## config.mk

```make
export PLATFORM = sky130hd
export DESIGN_NAME = pc_attack_engine_flat
export DESIGN_NICKNAME = d
export VERILOG_FILES = /design/src/rtl/battleship_pkg.sv /design/src/rtl/pc_attack_engine_if.sv /design/src/rtl/lfsr8.sv /design/src/rtl/pc_attack_engine.sv /design/src/flat_wrapper.sv
export SDC_FILE = /design/constraint.sdc
export NUM_CORES = 1
export LEC_CHECK = 0
export BUFFER_PORTS_ARGS = -buffer_cell sky130_fd_sc_hd__clkbuf_2
export CORE_ASPECT_RATIO = 1.2
export CORE_MARGIN = 5
export CORE_UTILIZATION = 50
export DETAILED_ROUTE_END_ITERATION = 6
export PLACE_DENSITY = 0.67
export SLEW_MARGIN = 20
export SYNTH_ARGS = -nofsm -noshare
export SYNTH_HDL_FRONTEND = slang
export SYNTH_SLANG_ARGS = --single-unit
```

## constraint.sdc

```tcl
create_clock -name clk -period 2.75 [get_ports clk]
set_clock_uncertainty 0.1 [all_clocks]
set_input_delay 0.4125 -clock clk [delete_from_list [all_inputs] [get_ports clk]]
set_output_delay 0.4125 -clock clk [all_outputs]
set_load 0.01 [all_outputs]
```

## src/rtl/battleship_pkg.sv

```systemverilog
// Shared constants and types for the battleship game datapath.
package battleship_pkg;

  localparam int unsigned BOARD_N = 5;
  localparam int unsigned CELLS   = BOARD_N * BOARD_N;
  localparam int unsigned ADDR_W  = $clog2(CELLS);
  localparam int unsigned CNT_W   = 5;

  typedef logic [ADDR_W-1:0] cell_addr_t;
  typedef logic [CNT_W-1:0]  cell_cnt_t;
  typedef logic [ADDR_W:0]   atk_cnt_t;

  localparam cell_addr_t LAST_CELL = cell_addr_t'(CELLS - 1);
  localparam atk_cnt_t   ATK_FULL  = atk_cnt_t'(CELLS);

  typedef enum logic [2:0] {
    StIdle,
    StPick,
    StProbe,
    StRead,
    StApply,
    StDone,
    StWait
  } pc_attack_state_t;

  // Fold a raw LFSR slice into the 0..CELLS-1 range.
  function automatic cell_addr_t wrap_candidate(cell_addr_t raw);
    return (raw >= cell_addr_t'(CELLS)) ? raw - cell_addr_t'(CELLS) : raw;
  endfunction

  function automatic cell_addr_t next_cell(cell_addr_t a);
    return (a == LAST_CELL) ? '0 : a + cell_addr_t'(1);
  endfunction

endpackage

```

## src/rtl/pc_attack_engine_if.sv

```systemverilog
// Controller/memory/marker signals of the PC attack engine.
interface pc_attack_engine_if;
  import battleship_pkg::*;

  logic       pc_turn;
  logic       load_cells;
  cell_cnt_t  ship_cell_count;
  cell_addr_t cell_rd_addr;
  logic       cell_rd_en;
  logic       cell_ship;
  logic       mark_we;
  cell_addr_t mark_addr;
  logic       mark_hit;
  logic       pc_move;
  cell_cnt_t  cells_left;
  logic       player_ships_zero;

  modport master (
    output pc_turn, load_cells, ship_cell_count, cell_ship,
    input  cell_rd_addr, cell_rd_en, mark_we, mark_addr, mark_hit, pc_move,
           cells_left, player_ships_zero
  );

  modport slave (
    input  pc_turn, load_cells, ship_cell_count, cell_ship,
    output cell_rd_addr, cell_rd_en, mark_we, mark_addr, mark_hit, pc_move,
           cells_left, player_ships_zero
  );
endinterface

```

## src/rtl/lfsr8.sv

```systemverilog
// Free-running 8-bit Fibonacci LFSR, x^8+x^6+x^5+x^4+1.
module lfsr8 #(
  parameter logic [7:0] SEED = 8'hA5
) (
  input  logic       clk,
  input  logic       rst,
  output logic [7:0] q
);

  logic fb;
  assign fb = q[7] ^ q[5] ^ q[4] ^ q[3];

  always_ff @(posedge clk or posedge rst) begin
    if (rst) q <= SEED;
    else     q <= {q[6:0], fb};
  end

endmodule

```

## src/rtl/pc_attack_engine.sv

```systemverilog
// PC move executor: picks an unattacked player cell, reads it, marks hit/miss
// and tracks remaining player ship cells.
module pc_attack_engine
  import battleship_pkg::*;
#(
  parameter logic [7:0] LFSR_SEED = 8'hA5
) (
  input logic               clk,
  input logic               rst,
  pc_attack_engine_if.slave bus
);

  pc_attack_state_t state_q, state_d;
  logic             pc_turn_q;
  cell_addr_t       addr_q, addr_d;
  logic [CELLS-1:0] mask_q, mask_d;
  atk_cnt_t         atk_q, atk_d;
  cell_cnt_t        left_q, left_d;
  logic             rd_en_q, rd_en_d;
  cell_addr_t       rd_addr_q, rd_addr_d;
  logic             mark_we_q, mark_we_d;
  cell_addr_t       mark_addr_q, mark_addr_d;
  logic             mark_hit_q, mark_hit_d;
  logic             pc_move_q, pc_move_d;
  logic             zero_q, zero_d;
  logic [7:0]       lfsr_q;
  logic             unused_lfsr;

  lfsr8 #(
    .SEED (LFSR_SEED)
  ) u_lfsr (
    .clk (clk),
    .rst (rst),
    .q   (lfsr_q)
  );

  assign unused_lfsr = ^lfsr_q[7:ADDR_W];

  always_comb begin
    state_d     = state_q;
    addr_d      = addr_q;
    mask_d      = mask_q;
    atk_d       = atk_q;
    left_d      = left_q;
    rd_addr_d   = rd_addr_q;
    mark_we_d   = 1'b0;
    mark_addr_d = mark_addr_q;
    mark_hit_d  = mark_hit_q;

    unique case (state_q)
      StIdle: begin
        if (bus.load_cells) begin
          left_d = bus.ship_cell_count;
          mask_d = '0;
          atk_d  = '0;
        end
        if (bus.pc_turn && !pc_turn_q) state_d = StPick;
      end
      StPick: begin
        if (atk_q == ATK_FULL) begin
          state_d = StDone;
        end else begin
          addr_d  = wrap_candidate(lfsr_q[ADDR_W-1:0]);
          state_d = StProbe;
        end
      end
      StProbe: begin
        // Linear probe past already-attacked cells; a free one always exists.
        if (mask_q[addr_q]) begin
          addr_d = next_cell(addr_q);
        end else begin
          rd_addr_d = addr_q;
          state_d   = StRead;
        end
      end
      StRead: state_d = StApply;
      StApply: begin
        mark_we_d      = 1'b1;
        mark_addr_d    = addr_q;
        mark_hit_d     = bus.cell_ship;
        mask_d[addr_q] = 1'b1;
        atk_d          = atk_q + atk_cnt_t'(1);
        if (bus.cell_ship && (left_q != '0)) left_d = left_q - cell_cnt_t'(1);
        state_d = StDone;
      end
      StDone: state_d = StWait;
      // Hold off until the controller leaves PC turn so a late exit cannot retrigger.
      StWait: if (!bus.pc_turn) state_d = StIdle;
      default: state_d = StIdle;
    endcase

    rd_en_d   = (state_d == StRead);
    pc_move_d = (state_d == StDone);
    zero_d    = (left_d == '0);
  end

  always_ff @(posedge clk or posedge rst) begin
    if (rst) begin
      state_q     <= StIdle;
      pc_turn_q   <= 1'b0;
      addr_q      <= '0;
      mask_q      <= '0;
      atk_q       <= '0;
      left_q      <= '0;
      rd_en_q     <= 1'b0;
      rd_addr_q   <= '0;
      mark_we_q   <= 1'b0;
      mark_addr_q <= '0;
      mark_hit_q  <= 1'b0;
      pc_move_q   <= 1'b0;
      zero_q      <= 1'b1;
    end else begin
      state_q     <= state_d;
      pc_turn_q   <= bus.pc_turn;
      addr_q      <= addr_d;
      mask_q      <= mask_d;
      atk_q       <= atk_d;
      left_q      <= left_d;
      rd_en_q     <= rd_en_d;
      rd_addr_q   <= rd_addr_d;
      mark_we_q   <= mark_we_d;
      mark_addr_q <= mark_addr_d;
      mark_hit_q  <= mark_hit_d;
      pc_move_q   <= pc_move_d;
      zero_q      <= zero_d;
    end
  end

  assign bus.cell_rd_en        = rd_en_q;
  assign bus.cell_rd_addr      = rd_addr_q;
  assign bus.mark_we           = mark_we_q;
  assign bus.mark_addr         = mark_addr_q;
  assign bus.mark_hit          = mark_hit_q;
  assign bus.pc_move           = pc_move_q;
  assign bus.cells_left        = left_q;
  assign bus.player_ships_zero = zero_q;

endmodule

```

## src/flat_wrapper.sv

```systemverilog
// flat-port wrapper written by rule: the top's interface ports become plain ports
module pc_attack_engine_flat import battleship_pkg::*;
#(
  parameter logic [7:0] LFSR_SEED = 8'hA5
)
  (clk, rst, bus_pc_turn, bus_load_cells, bus_ship_cell_count, bus_cell_ship, bus_cell_rd_addr, bus_cell_rd_en, bus_mark_we, bus_mark_addr, bus_mark_hit, bus_pc_move, bus_cells_left, bus_player_ships_zero);
  pc_attack_engine_if bus_i ();
  input logic clk;
  input logic rst;
  input wire logic [$bits(bus_i.pc_turn)-1:0] bus_pc_turn;
  input wire logic [$bits(bus_i.load_cells)-1:0] bus_load_cells;
  input wire logic [$bits(bus_i.ship_cell_count)-1:0] bus_ship_cell_count;
  input wire logic [$bits(bus_i.cell_ship)-1:0] bus_cell_ship;
  output wire logic [$bits(bus_i.cell_rd_addr)-1:0] bus_cell_rd_addr;
  output wire logic [$bits(bus_i.cell_rd_en)-1:0] bus_cell_rd_en;
  output wire logic [$bits(bus_i.mark_we)-1:0] bus_mark_we;
  output wire logic [$bits(bus_i.mark_addr)-1:0] bus_mark_addr;
  output wire logic [$bits(bus_i.mark_hit)-1:0] bus_mark_hit;
  output wire logic [$bits(bus_i.pc_move)-1:0] bus_pc_move;
  output wire logic [$bits(bus_i.cells_left)-1:0] bus_cells_left;
  output wire logic [$bits(bus_i.player_ships_zero)-1:0] bus_player_ships_zero;
  assign bus_i.pc_turn = bus_pc_turn;
  assign bus_i.load_cells = bus_load_cells;
  assign bus_i.ship_cell_count = bus_ship_cell_count;
  assign bus_i.cell_ship = bus_cell_ship;
  assign bus_cell_rd_addr = bus_i.cell_rd_addr;
  assign bus_cell_rd_en = bus_i.cell_rd_en;
  assign bus_mark_we = bus_i.mark_we;
  assign bus_mark_addr = bus_i.mark_addr;
  assign bus_mark_hit = bus_i.mark_hit;
  assign bus_pc_move = bus_i.pc_move;
  assign bus_cells_left = bus_i.cells_left;
  assign bus_player_ships_zero = bus_i.player_ships_zero;
  pc_attack_engine #(.LFSR_SEED(LFSR_SEED)) u_core (.clk(clk), .rst(rst), .bus(bus_i));
endmodule
```

==> Word level (Yosys, flattened, before mapping) <==
Cells that the tools add are included.
{ "totals": {"output_inout_bits": 20, "rom_bits": 0, "reg_bits": 68, "in_bits": 10, "latchBits": 0, "memories": 0, "ram_bits": 0} }
{ "classes": {"magnitude_cmp": 3, "n_reduce_logical": 12, "multipliers": 0, "n_div": 0, "shift": 0, "n_mux": 22, "eq_ne": 13, "addsub": 4, "bitwise": 5} }
{ "ops": {"columns": ["operator", "count"], "rows": [
  ["$pmux W25 S2", 1],
  ["$mux W5", 6],
  ["$mux W25", 1],
  ["$or A25 B25 Y25", 1],
  ["$pmux W3 S7", 1],
  ["$pmux W5 S2", 2],
  ["$eq A3 B3 Y1 const B", 4],
  ["$mux W3", 4],
  ["$pmux W6 S2", 1],
  ["$eq A3 B2 Y1 const B", 3],
  ["$add A6 B1 Y6 const B", 1],
  ["$eq A6 B5 Y1 const B", 1],
  ["$lt A5 B6 Y1 const B", 1],
  ["$mux W6", 1],
  ["$add A5 B1 Y5 const B", 1],
  ["$bmux W1 S5", 1],
  ["$demux W1 S5", 1],
  ["$eq A5 B5 Y1 const B", 1],
  ["$ge A5 B1 Y1 const B", 1],
  ["$ge A5 B5 Y1 const B", 1],
  ["$logic_not A5 Y1", 1],
  ["$reduce_bool A5 Y1", 1],
  ["$sub A5 B1 Y5 const B", 1],
  ["$sub A5 B5 Y5 const B", 1],
  ["other kinds (12)", 21]
]} }

==> Depth between registers and ports, before layout <==
{ "logic_depth": {"depth_word": 6, "ltp_mapped": 8} }

==> Cells and area by module <==
From an unflattened synthesis, not the netlist that was laid out.
{ "unflattened": {"hier_cells": 304, "hier_area_um2": 3306.9} }
{ "modules_own_cells": {"columns": ["mod", "instances", "area_each_um2", "seq_area_each_um2", "cells_per_inst"], "rows": [
  ["pc_attack_engine", 1, 3071.7, 1502.7, 292],
  ["lfsr8", 1, 235.2, 205.2, 12]
]} }

==> Least setup slack after synthesis <==
Ideal clock, no wire load.
{ "synth_timing": {"kind": "reg2reg", "from": "reg u_core.addr_q[0]", "to": "reg u_core.rd_addr_q[0], in the netlist u_core.bus.cell_rd_addr[0]", "synth_period_minus_slack_ns": 2.130, "required_time_ns": 2.525, "stages_incl_launch_ff": 7, "path_buffers": 2, "arrival_ns": 1.905, "setup_ns": 0.125, "slack_ns": 0.620, "path_cell_list": "dfrtp_1 -> buf_6 -> mux4_2 -> a22oi_4 -> and3_1 -> buf_6 -> mux2_4"} }
{ "synth_between": {"elab_chain_len": 4} }
{ "synth_rtl": {"columns": ["item", "line", "source"], "rows": [
  ["from (decl)", "pc_attack_engine.sv:15", "cell_addr_t addr_q, addr_d;"],
  ["from (signal assigned)", "pc_attack_engine.sv:115", "addr_q <= addr_d;"],
  ["$bmux W1 S5", "pc_attack_engine.sv:69", "if (mask_q[addr_q]) begin"],
  ["$mux W1 (implied by the code)", "pc_attack_engine.sv:69", null],
  ["$not A1 Y1 (no line)", null, null],
  ["$reduce_and A2 Y1 (no line)", null, null],
  ["to (signal assigned)", "pc_attack_engine.sv:120", "rd_addr_q <= rd_addr_d;"],
  ["to (decl)", "pc_attack_engine.sv:20", "cell_addr_t rd_addr_q, rd_addr_d;"]
]} }
Parallel ways exist; a longest one is shown, timed or not. The select of a mux whose other input is x is not followed.
A chain may end at the register's enable or synchronous reset.

==> Worst setup path in the final report <==
{ "layout_timing": {"from": "reg u_core.addr_q[0]", "to": "reg u_core.rd_addr_q[2], in the netlist u_core.bus.cell_rd_addr[2]"} }
{ "layout_between": {"elab_chain_len": 4} }
{ "layout_rtl": {"columns": ["item", "line"], "rows": [
  ["$bmux W1 S5", "pc_attack_engine.sv:69"],
  ["$mux W1 (implied by the code)", "pc_attack_engine.sv:69"],
  ["$not A1 Y1 (no line)", null],
  ["$reduce_and A2 Y1 (no line)", null]
]} }
No other way between the ends. The select of a mux whose other input is x is not followed.

==> flow_results.org <==
** Detailed routing
- Wire length after detailed routing :: 7220 um
- Initial drt markers :: 150
- Post-route ant nets :: 0
- Routed vias/inst :: 5.79
- After detailed routing, the average wire length per cell comes to 16.7 um.
- For this run, design rule violations remaining after detail routing come to 0.
- 1st-pass router iterations :: 4
- Via count :: 2506

** Synth
- Leading cell type by number of instances after synthesis :: sky130_fd_sc_hd__dfrtp_1
- The largest total area in the synthesized netlist belongs to sky130_fd_sc_hd__dfrtp_1.
- Synth Cell Area :: 3370 um2
- The share of the Yosys chip area taken by registers is 0.506.
- Number of warnings reported in the yosys synthesis log :: 0
- The synthesized netlist contains 68 unique library cells.
- Leading cell types by count after synthesis :: 63 x sky130_fd_sc_hd__dfrtp_1, 32 x sky130_fd_sc_hd__nor2_1, 28 x sky130_fd_sc_hd__nand2_1
- The synthesized design contains 68 register bits.
- Async set-or-reset flop fraction in the synthesized netlist :: 1.00
- After synthesis, the mean cell area works out to 10.8 um2.
- The most used flip-flop cell after synthesis is sky130_fd_sc_hd__dfrtp_1.
- Number of flops mapped to enable cells by yosys :: 0
- Number of instances in the synthesized netlist :: 313
- Counting every net in the synthesized netlist gives 332.
- Top cell type's share of synthesized area :: 0.467
- In the post-synthesis netlist, the biggest area contributors are sky130_fd_sc_hd__dfrtp_1 47%, sky130_fd_sc_hd__a31oi_1 3.9%, sky130_fd_sc_hd__dfstp_2 3.9%.

** Clock tree
- After clock tree synthesis, the repair step resized 0 gates.
- CTS saw 68 sinks.
- Number of buffers on the longest clock path :: 2
- TritonCTS created 9 clock buffers.
- Number of setup buffers added after CTS :: 0
- Clock tree from TritonCTS :: built
- The clock reaches the later pin of the worst-skew pair after 0.35 ns.
- CTS placed an instance of sky130_fd_sc_hd__clkbuf_8 at the clock tree root.
- Hold repair after CTS inserted 0 buffers.
- After clock tree synthesis, the clock-pin slew on the worst setup and hold paths is 0.07 ns.
- In this run the number of H-tree levels came out at 3.

** Placement
- Input and output buffers added on the ports amount to 29.
- Detailed placement ended at an HPWL of 5090 um.
- At the end of routability-driven placement, the weighted congestion stood at 0.818.

** Timing
- RSZ-0062 raised after global routing :: no
- Worst hold margin :: 0.00476 ns
- Tightest Pin Transition :: 0.586 ns
- The total count of hold-check failures in the final report is 0.
- Summed over all failing endpoints, the final setup total negative slack is 0 ns.
- Max Clock Freq :: 0.388 GHz
- Worst rel slew slack :: 0.609
- Final setup violating endpoints :: 0
- The max-slew violation total from the final report was 0.
- The routed design could run at a clock period as short as 2.58 ns.
- Final period utilization :: 0.938

** Floorplanning
- Measured along the y axis, the die boundary spans 100 um.
- In this run the count of I/O pins placed on the die edge is 30.
- The initialized floorplan defines 32 standard-cell rows.
- The floorplan step defined a core boundary enclosing 6490 um2.
- Measured along the x axis, the die boundary spans 85.0 um.
- Die ar. :: 8500 um2
- The initial utilization of the core area, before any placement, comes to 0.520.

** Global routing
- Largest net degree at the start of global routing :: 30
- Wire length of the first global-routing pass :: 12300 um
- Number of antenna violations at the first check in global routing :: 0
- For this run the aggregate overflow at the end of global routing stands at 0.
- Global Route Usage Sum :: 0.184
- Vias in the first global route :: 2434

** Worst setup path
- The worst register-to-register path has a depth of 5.
- The worst register-to-register path begins at u_core.addr_q[0]$_DFFE_PP0P_.
- STA classifies the critical path startpoint as a register.
- The endpoint identified for the worst register-to-register timing path is u_core.bus.cell_rd_addr[2]$_DFFE_PP0P_.
- The setup check on the worst reg-to-reg path leaves a slack of 0.17 ns.
- At the worst endpoint, the arrival time is 2.71 ns.
- Slowest Stage Delay on Critical Path :: 0.70 ns
- Critical path, cell by cell :: mux4_2 > nand2_1 > o2111a_1 > and3_1 > mux2_4
- Grouping stages by cell kind, the critical path spends the most delay in multiplexers.
- Worst setup EP type :: register
- The worst setup path is of the register to register kind.
- Buf+Inv Stages, Crit Path :: 0
- CP max-delay cell :: sky130_fd_sc_hd__dfrtp_1
- STA puts the critical path data required time at 2.88 ns.
- Along the worst path, the maximum fanout reaches 15.

** Power
- Power per cell area :: 946 nW/um2
- The worst-case IR drop observed on VDD is 604 uV.
- Leakage power :: 0.00181 uW

** Run status
- The run finished with clean final reports.

** Min path
- The worst hold path belongs to the class input pin to async pin.

** Finish
- After the last flow step, the layout net total stands at 362.
- The repair_antennas step left the layout with diodes totalling 0.
- In the final layout, the share of cells above drive strength 1 is 0.224.
- Area growth, synth to finish :: 11.4%

** Run
- The tool flagged a number of max-cap violations equal to 0.
[how the worst max path moves through the flow]
stage,startpoint,end,cells after the start
2_1_floorplan,rst,u_core.addr_q[0]$_DFFE_PP0P_,1
3_3_place_gp,u_core.addr_q[0]$_DFFE_PP0P_,u_core.bus.cell_rd_addr[0]$_DFFE_PP0P_,5
3_5_place_dp,u_core.addr_q[0]$_DFFE_PP0P_,u_core.bus.cell_rd_addr[2]$_DFFE_PP0P_,5
4_1_cts,u_core.addr_q[0]$_DFFE_PP0P_,u_core.bus.cell_rd_addr[2]$_DFFE_PP0P_,5
5_1_grt,u_core.addr_q[0]$_DFFE_PP0P_,u_core.bus.cell_rd_addr[2]$_DFFE_PP0P_,5
6_report,u_core.addr_q[0]$_DFFE_PP0P_,u_core.bus.cell_rd_addr[2]$_DFFE_PP0P_,5
[stage by stage]
stage	instances	worst slack (ns)	power [uW]	area (um2)	util
final	433	0.170	3550	3760	0.579
after global routing	433	0.0449	3790	3760	0.579
after CTS	433	0.170	3570	3760	0.579
after detailed placement	417	0.191	2790	3570	0.550
after global placement	417	0.261	2760	3570	0.550
after floorplan	313	0.534	2420	3370	-
[cell families after synthesis]
family / count (synthesis) / share of synthesized area
DFF: 68 / 0.506
adders and majority gates: 9 / 0.0334
xor gates and xnor gates: 5 / 0.0130
and+or+nand+nor: 97 / 0.145
buffers and inverters: 34 / 0.0538
AOI/OAI and AO/OA: 83 / 0.174
muxes: 17 / 0.0746
[area by class of cell]
class                   count  area, um2
clock buffers              13        169
well taps                  85        106
clock inverters             3       20.0
inverters                  15       56.3
fillers                   587       2730
repair buffers             38        213
multi-input cells         211       1480
flip-flops and latches     68       1710
[state kept, by name (all words and copies together), names as in the netlist]
register,count
u_core.mask_q,25
u_core.addr_q,5
u_core.state_q,3
u_core.bus.mark_hit,1
u_core.bus.player_ships_zero,1
u_core.bus.cell_rd_addr,5
u_core.bus.mark_addr,5
u_core.u_lfsr.q,8
u_core.pc_turn_q,1
u_core.bus.pc_move,1
u_core.atk_q,6
u_core.bus.cells_left,5
u_core.bus.cell_rd_en,1
u_core.bus.mark_we,1
[layout by cell type, fill, tap and decap left out, types with 4 or more instances in the layout]
master,count
sky130_fd_sc_hd__clkbuf_2,29
sky130_fd_sc_hd__buf_4,9
sky130_fd_sc_hd__o21ai_0,13
sky130_fd_sc_hd__nand2_1,28
sky130_fd_sc_hd__mux2i_1,6
sky130_fd_sc_hd__o21a_1,4
sky130_fd_sc_hd__nor2_1,32
sky130_fd_sc_hd__clkbuf_8,12
sky130_fd_sc_hd__dfstp_2,5
sky130_fd_sc_hd__inv_1,13
sky130_fd_sc_hd__o31ai_1,4
sky130_fd_sc_hd__mux2_4,4
sky130_fd_sc_hd__a31oi_1,21
sky130_fd_sc_hd__nand3_1,7
sky130_fd_sc_hd__ha_1,9
sky130_fd_sc_hd__a21oi_1,12
sky130_fd_sc_hd__dfrtp_1,63
[power breakdown]
group,total (uW),internal (uW),leakage (uW),switching (uW)
Combinational,1290,533,0.000825,755
Clock,774,400,0.0000917,374
Sequential,1490,1220,0.000897,274
[metal layers]
metal | vias up | GRT usage | share of wire | routed length [um]
met3 | 12 | 0.0312 | 0.043 | 313
met4 | 0 | 0.0853 | 0.019 | 140
met2 | 63 | 0.289 | 0.48 | 3500
met5 | - | 0 | 0 | 0
li1 | 1199 | - | - | -
met1 | 1232 | 0.250 | 0.45 | 3260
Note: power is estimated with default switching activity, not from simulation.
